===== config.mk =====
export PLATFORM = sky130hd
export DESIGN_NAME = dma_addr_count_datapath
export DESIGN_NICKNAME = d
export VERILOG_FILES = /design/src/rtl/dma_addr_count_datapath.sv
export SDC_FILE = /design/constraint.sdc
export NUM_CORES = 1
export LEC_CHECK = 0
export CAP_MARGIN = 5
export CORE_ASPECT_RATIO = 1.75
export CORE_MARGIN = 2
export CORE_UTILIZATION = 31
export DETAILED_ROUTE_END_ITERATION = 7
export PLACE_DENSITY_LB_ADDON = 0.1
export SLEW_MARGIN = 20
export SYNTH_ARGS = -nofsm -noshare
export SYNTH_HDL_FRONTEND = slang
export SYNTH_SLANG_ARGS = --single-unit

===== constraint.sdc =====
create_clock -name CLK -period 4.5 [get_ports CLK]
set_clock_uncertainty 0.1 [all_clocks]
set_input_delay 0.9 -clock CLK [delete_from_list [all_inputs] [get_ports CLK]]
set_output_delay 0.9 -clock CLK [all_outputs]
set_load 0.02 [all_outputs]

===== src/rtl/dma_addr_count_datapath.sv =====
// Per-channel base/current address and word-count registers of an 8237-style DMA controller, plus the stepped temp pair and terminal count.
// Latency: every strobe takes effect at the next posedge CLK; all outputs come straight from registers.
// Backpressure: none; strobes are accepted every cycle and conflicts are settled by a fixed priority.
//
// Ports:
//   CLK, RESET         clock; asynchronous active-low reset
//   prog_*             CPU byte writes into base+current regs (byte pointer selects low/high byte)
//   clr_byte_ptr       forces the byte pointer back to the low byte
//   active_ch          channel under service (from priority logic)
//   load_temp/step/writeback  service strobes from timing control
//   mode_addr_dec      per-channel address direction (1 = decrement)
//   mode_autoinit      per-channel reload-from-base after terminal count
//   status_clr         clears sticky tc_status
//   address_out, word_count_out  temp registers
//   tc                 one-cycle terminal-count pulse
//   tc_status          sticky per-channel terminal-count flags
// The byte-wide programming path assumes ADDR_W and CNT_W are both 16.
module dma_addr_count_datapath #(
  parameter  int NUM_CH = 4,
  parameter  int ADDR_W = 16,
  parameter  int CNT_W  = 16,
  localparam int CH_W   = (NUM_CH > 1) ? $clog2(NUM_CH) : 1
) (
  input  logic              CLK,
  input  logic              RESET,
  input  logic              prog_we,
  input  logic [CH_W-1:0]   prog_ch,
  input  logic              prog_sel,
  input  logic [7:0]        prog_data,
  input  logic              clr_byte_ptr,
  input  logic [CH_W-1:0]   active_ch,
  input  logic              load_temp,
  input  logic              step,
  input  logic              writeback,
  input  logic [NUM_CH-1:0] mode_addr_dec,
  input  logic [NUM_CH-1:0] mode_autoinit,
  input  logic              status_clr,
  output logic [ADDR_W-1:0] address_out,
  output logic [CNT_W-1:0]  word_count_out,
  output logic              tc,
  output logic [NUM_CH-1:0] tc_status
);

  typedef enum logic {S_IDLE, S_LOADED} state_t;

  state_t            state;
  logic              byte_ptr;
  logic              tc_seen;
  logic [ADDR_W-1:0] temp_addr;
  logic [CNT_W-1:0]  temp_cnt;
  logic [ADDR_W-1:0] base_addr [NUM_CH];
  logic [CNT_W-1:0]  base_cnt  [NUM_CH];
  logic [ADDR_W-1:0] cur_addr  [NUM_CH];
  logic [CNT_W-1:0]  cur_cnt   [NUM_CH];

  logic              ptr_use;
  logic              do_step;
  logic              do_wb;
  logic              step_tc;
  logic              tc_seen_nxt;
  logic              reload;
  logic [ADDR_W-1:0] nxt_addr;
  logic [CNT_W-1:0]  nxt_cnt;
  logic [NUM_CH-1:0] set_mask;

  function automatic logic [ADDR_W-1:0] put_addr_byte(input logic [ADDR_W-1:0] v,
                                                      input logic hi, input logic [7:0] b);
    logic [ADDR_W-1:0] r;
    r = v;
    if (hi) r[15:8] = b;
    else    r[7:0]  = b;
    return r;
  endfunction

  function automatic logic [CNT_W-1:0] put_cnt_byte(input logic [CNT_W-1:0] v,
                                                    input logic hi, input logic [7:0] b);
    logic [CNT_W-1:0] r;
    r = v;
    if (hi) r[15:8] = b;
    else    r[7:0]  = b;
    return r;
  endfunction

  // A clear coinciding with a write makes that write land in the low byte.
  assign ptr_use = clr_byte_ptr ? 1'b0 : byte_ptr;

  // load_temp pre-empts step and writeback; both only mean something while a channel is loaded.
  assign do_step = step      && (state == S_LOADED) && !load_temp;
  assign do_wb   = writeback && (state == S_LOADED) && !load_temp;

  // Step is applied before writeback, so a coincident writeback stores the stepped values.
  assign nxt_addr = !do_step             ? temp_addr :
                    mode_addr_dec[active_ch] ? temp_addr - ADDR_W'(1) : temp_addr + ADDR_W'(1);
  assign nxt_cnt  = do_step ? temp_cnt - CNT_W'(1) : temp_cnt;

  assign step_tc     = do_step && (temp_cnt == '0);
  assign tc_seen_nxt = tc_seen || step_tc;
  assign reload      = tc_seen_nxt && mode_autoinit[active_ch];
  assign set_mask    = (do_wb && tc_seen_nxt) ? (NUM_CH'(1) << active_ch) : '0;

  assign address_out    = temp_addr;
  assign word_count_out = temp_cnt;

  always_ff @(posedge CLK or negedge RESET) begin
    if (!RESET) begin
      state     <= S_IDLE;
      byte_ptr  <= 1'b0;
      tc_seen   <= 1'b0;
      tc        <= 1'b0;
      tc_status <= '0;
      temp_addr <= '0;
      temp_cnt  <= '0;
      for (int i = 0; i < NUM_CH; i++) begin
        base_addr[i] <= '0;
        base_cnt[i]  <= '0;
        cur_addr[i]  <= '0;
        cur_cnt[i]   <= '0;
      end
    end else begin
      if (prog_we) byte_ptr <= ~ptr_use;
      else         byte_ptr <= ptr_use;

      if (load_temp) begin
        state     <= S_LOADED;
        temp_addr <= cur_addr[active_ch];
        temp_cnt  <= cur_cnt[active_ch];
        tc_seen   <= 1'b0;
        tc        <= 1'b0;
      end else begin
        temp_addr <= nxt_addr;
        temp_cnt  <= nxt_cnt;
        tc        <= step_tc;
        tc_seen   <= do_wb ? 1'b0 : tc_seen_nxt;
        if (do_wb) state <= S_IDLE;
      end

      // Set beats clear when both land in the same cycle.
      tc_status <= (status_clr ? '0 : tc_status) | set_mask;

      // A CPU write to a register beats a writeback to that same register;
      // the other register of the channel still takes the writeback.
      for (int i = 0; i < NUM_CH; i++) begin
        if (prog_we && (prog_ch == CH_W'(i)) && !prog_sel) begin
          base_addr[i] <= put_addr_byte(base_addr[i], ptr_use, prog_data);
          cur_addr[i]  <= put_addr_byte(cur_addr[i], ptr_use, prog_data);
        end else if (do_wb && (active_ch == CH_W'(i))) begin
          cur_addr[i]  <= reload ? base_addr[i] : nxt_addr;
        end

        if (prog_we && (prog_ch == CH_W'(i)) && prog_sel) begin
          base_cnt[i] <= put_cnt_byte(base_cnt[i], ptr_use, prog_data);
          cur_cnt[i]  <= put_cnt_byte(cur_cnt[i], ptr_use, prog_data);
        end else if (do_wb && (active_ch == CH_W'(i))) begin
          cur_cnt[i]  <= reload ? base_cnt[i] : nxt_cnt;
        end
      end
    end
  end

endmodule


Word-level counts from Yosys, hierarchy flattened
Index checks and enable logic that the tools add are counted. W data, S select, Z words.

Shifts and indexed selects: 1. $lt $le $gt $ge: 2. Bitwise gates (word level): 3. Reduce and logical (&&, ||, !) cells: 70. Mux-type cells: 50. Add/subtract/negate cells: 3. Eq/ne operators: 22.

Operators with widths (count): $mux W16 (33); $bmux W16 S2 (2); $reduce_and A2 Y1 (32); $ne A2 B2 Y1 const B (16); $sub A16 B1 Y16 const B (2); $logic_and A1 B1 Y1 (23); $reduce_bool A2 Y1 (9); $add A16 B1 Y16 const B (1); $logic_not A16 Y1 (1); $mux W8 (2); $mux W1 (9); $eq A2 B2 Y1 const B (4); $mux W4 (2); $bmux W1 S2 (2); $eq A2 B1 Y1 const B (2); $logic_not A2 Y1 (2); $or A4 B4 Y4 (1); $shl A1 B2 Y4 const A (1); $ge A3 B3 Y1 const B (1); $lt A2 B3 Y1 const B (1); $not A2 Y3 (1); $logic_not A1 Y1 (2); $logic_or A1 B1 Y1 (1); $not A1 Y1 (1).

Word-level logic and storage cells: 190. Register bits after elaboration: 296. Input bits: 29. Output and inout bits: 37.

Logic depth before layout (Yosys ltp)
Depth in word-level cells: 8. Mapped depth: 11. Depth with buffers taken out: 9.

Worst setup path before layout
No wires, ideal clock.

Path kind: input port to flip-flop. From: input port active_ch[0]. To: register cur_addr[45] in the netlist's numbering. Stages on the path: 11. Required time: 4.250 ns. Path slack: 0.265 ns. Setup time: 0.150 ns. Path buffers: 2. Arrival time: 3.985 ns. Cell sequence: clkbuf_1 mux4_2 ha_1 clkbuf_1 and4_1 and2_1 a31o_2 a311oi_1 mux2i_1 a2111oi_1 o21ai_0.

Cells in the longest elaborated chain, start to end: 7. Elaborated cells on any way between the ends: 14. Those cells by class: eq/ne: 1; mux: 9; reduce/logical: 4.

RTL lines: start, declared (RTL line 31) `input logic [CH_W-1:0] active_ch,`; $bmux W1 S2 (RTL line 93) `mode_addr_dec[active_ch] ? temp_addr - ADDR_W'(1) : temp_addr + ADDR_W'(1);`; $mux W1 (implied by the code) (RTL line 93); $mux W16 (RTL line 93); $mux W16 (RTL line 92) `assign nxt_addr = !do_step ? temp_addr :`; $mux W16 (RTL line 147) `cur_addr[i] <= reload ? base_addr[i] : nxt_addr;`; $mux W16 (RTL line 146) `end else if (do_wb && (active_ch == CH_W'(i))) begin`; $mux W16 (RTL line 143) `if (prog_we && (prog_ch == CH_W'(i)) && !prog_sel) begin`; end signal, assigned by index (RTL line 145) `cur_addr[i] <= put_addr_byte(cur_addr[i], ptr_use, prog_data);`; end signal, assigned by index (RTL line 147); end, declared (RTL line 53) `logic [ADDR_W-1:0] cur_addr [NUM_CH];`.

Several ways; a longest one is shown, not always the timed one. The select of a mux whose other input is x is not followed. A chain may end at the register's enable or synchronous reset.

Final worst setup path
From: input port mode_addr_dec[0]. To: register cur_addr[11] in the netlist's numbering.

Cells in the longest elaborated chain, start to end: 7.

RTL lines: start, declared (RTL line 35) `input logic [NUM_CH-1:0] mode_addr_dec,`; $bmux W1 S2 (RTL line 93); $mux W1 (implied by the code) (RTL line 93); $mux W16 (RTL line 93); $mux W16 (RTL line 92); $mux W16 (RTL line 147); $mux W16 (RTL line 146); $mux W16 (RTL line 143).

Every way passes these cells. The select of a mux whose other input is x is not followed.

==> summary.txt <==
run status: complete, no violations
Clk pin slew, worst setup/hold paths: 0.07 ns
final-report max-slew violation count: 0
post-CTS setup buffers: 0
syn_area_per_cell: 9.65 sq um
Final Hold Fails: 0
DR pass1 iterations: 8
CP max-delay cell: mux4_2
sw frac: 33.7%
routability cong.: 0.828
register bit total from synthesis: 296
CP Capture Type: flop
Antenna Violating Nets Remaining: 0
area of the core: 47,700 sq um
CTS root buf: clkbuf_16
slew margin rel.: 25.7%
Worst Hold Class: in2async
min Tclk post-route: 4.14 ns
sequential share of the synthesized area: 49.5%
gr ovfl total: 0
Layout area overhead: 19.1%
pre-CTS setup slack: -0.176 ns
nets@finish: 1,709
Die Wd: 170 um
All-Layer GR Usage: 22.6%
pwr/cell area: 510 nW/um^2
vias per std cell: 5.55
fin util: 37.3%
number of cells upsized or downsized after cts: 0
final wirelength: 56,200 um
CP peak stage delay: 0.68 ns
largest net degree at the start of global routing: 112
Buffers on Ports: 65
via count: 12,675
internal power: 6.03 mW
reg2reg path depth: 8
CP max FO: 6
top cell type's share of synthesized area: 49.5%
fmax: 242 MHz
P_sw: 3.06 mW
Worst VDD drop: 0.242 mV
async set-reset flop share out of synthesis: 100%
Most used DFF post-synth: dfrtp_1
hold_buf cts: 0
Starting Density: 31.4%
DRC Markers: 0
synth cell count leaders: nand2_1 (326), dfrtp_1 (296), o21ai_0 (148), nor2_1 (107), clkbuf_1 (82)
clock latency on the worst-skew pair: 0.57 ns
sequential power share: 43.0%
CTS max path bufs: 3
die area: 50,200 sq um
Distinct cells, synth: 65
final setup vio count: 0
CTS H-tree lvls: 1
Post-synth EDFFs: 0
startpoint types: primary input
unrepaired setup endpoints after global routing: no
Syn Inst Count: 1,552
routed len/inst: 24.6 um
crit path kind: in2reg
clock share of power: 27.1%
vias in the first global route: 13,037
FP Rows: 106
actual slew at the worst max-slew pin: 1.11 ns
most frequent cell after synthesis: nand2_1
# clock sinks: 296
total of max-cap violations: 0
TritonCTS clock tree: done
Comb power frac: 29.9%
Arr. time, crit path: 4.49 ns
Required @ worst endpoint: 4.86 ns
P_leak: 7.64 nW
synthesized net count: 1,598
global-route wire length before repair: 84,500 um
final setup margin: 0.363 ns
fin crit share: 91.9%
Post-Syn Area: 15,000 sq um
yosys warns: 0
detailed placement HPWL: 39,200 um
Starting DRT DRC Count: 881
Ports: 66
CTS buffer count: 30
CP Cell Sequence: clkdlybuf4s50_1 > mux4_2 > buf_4 > ha_1 > and4_1 > and2_1 > buf_4 > a311oi_1 > nor3_1 > o311ai_2 > a21oi_1 > or2_2
share of cells above drive strength 1: 16.4%
largest cells by area after synthesis: dfrtp_1 (49%), nand2_1 (8.2%), mux4_2 (5.0%)
CP most frequent cell: buf_4
Synth area leader: dfrtp_1
die height: 295 um
initial antenna violation count: 0
==> worst max-delay path, delay by kind of cell <==
kind                       cells  cell delay, ns
AOI/OAI and AO/OA              3            0.91
buffers and inverters          3            0.90
muxes                          1            0.68
adders and majority gates      1            0.29
and+or+nand+nor                4            0.80
==> cell usage in the layout (no fill, tap or decap), types with 9 or more instances in the layout <==
cell | synthesis | layout
nand2_1 | 326 | 326
dfrtp_1 | 296 | 296
o21ai_0 | 148 | 147
buf_4 | 0 | 108
nor2_1 | 107 | 107
a21oi_1 | 78 | 77
mux2_2 | 65 | 65
clkdlybuf4s50_1 | 0 | 61
o211ai_1 | 43 | 43
a22oi_1 | 34 | 34
mux4_2 | 33 | 33
clkbuf_16 | 0 | 31
or3_1 | 28 | 28
a31oi_1 | 26 | 26
o22ai_1 | 22 | 22
nand2b_1 | 21 | 21
o221ai_1 | 19 | 19
inv_1 | 18 | 18
ha_1 | 16 | 16
xnor2_1 | 14 | 14
clkbuf_1 | 82 | 13
nor3_1 | 12 | 12
xor2_1 | 12 | 12
a21o_1 | 10 | 10
nand3_1 | 9 | 9
clkinv_2 | 0 | 9
==> worst paths after layout <==
kind | from | endpoint | slack, ns
min in group CLK | base_addr[42] | base_addr[42] | 0.37
max in group asynchronous | RESET | base_cnt[3] | 2.95
worst min register to register | base_addr[42] | base_addr[42] | 0.37
worst min-delay path | RESET | cur_cnt[41] | 0.30
worst max-delay path | mode_addr_dec[0] | cur_addr[11] | 0.36
worst max register to register | word_count_out[7] | cur_addr[34] | 1.22
==> cells by family (layout without fill, tap and decap cells) <==
kind of cell	after synthesis	after routing	share of synthesized area, %
buffers and inverters	120	255	3.24
AO/OA/AOI/OAI	443	443	18.5
XOR/XNOR	26	26	1.52
flip-flops	296	296	49.5
AND/OR/NAND/NOR	548	548	15.7
adder cells (fa/ha/maj)	17	17	1.47
other	0	1	0
multiplexers	102	102	10.1
==> per-stage QoR <==
step | instances | power [mW] | hold WS (ns) | cell area [sq um] | TNS, ns
2_1_floorplan | 1552 | 5.53 | 0.340 | 15000 | 0
6_report | 2282 | 9.09 | 0.302 | 17800 | 0
4_1_cts | 2281 | 9.17 | 0.351 | 17800 | 0
3_5_place_dp | 2225 | 6.68 | 0.357 | 16900 | -1.98
3_3_place_gp | 2225 | 6.64 | 0.352 | 16900 | -1.74
5_1_grt | 2281 | 9.62 | 0.379 | 17800 | 0
==> registers in the layout, indices dropped and copies added, names as in the netlist <==
register and count:
cur_addr 64, cur_cnt 64, tc_status 4, word_count_out 16
base_cnt 64, base_addr 64, state 1, address_out 16
tc 1, byte_ptr 1, tc_seen 1
==> power groups by stage <==
stage | Sequential, mW | Clock [mW] | Combinational [mW]
floorplan | 3.87 | 0 | 1.66
global placement | 3.94 | 0 | 2.70
detailed placement | 3.95 | 0 | 2.72
CTS | 3.91 | 2.52 | 2.74
global route | 3.99 | 2.63 | 3.00
finish | 3.91 | 2.46 | 2.72
==> area by class of cell <==
| type | instances | area (sq um) |
|---|---|---|
| antenna | 1 | 2.50 |
| clock buffer | 45 | 838 |
| clock inverter | 11 | 86.3 |
| fill | 4861 | 29900 |
| inverter | 19 | 71.3 |
| multi-input combinational | 1136 | 7090 |
| sequential | 296 | 7410 |
| tap | 594 | 743 |
| timing repair buffer | 180 | 1590 |
==> per-layer routing <==
layer	up-vias	GRT usage, %	part of all wire (%)
li1	5794	-	-
met1	6390	26.3	39
met2	376	41.6	53
met3	115	2.23	3.8
met4	0	10.0	4.6
met5	-	0	0
Power figures use the tool's default switching activity.
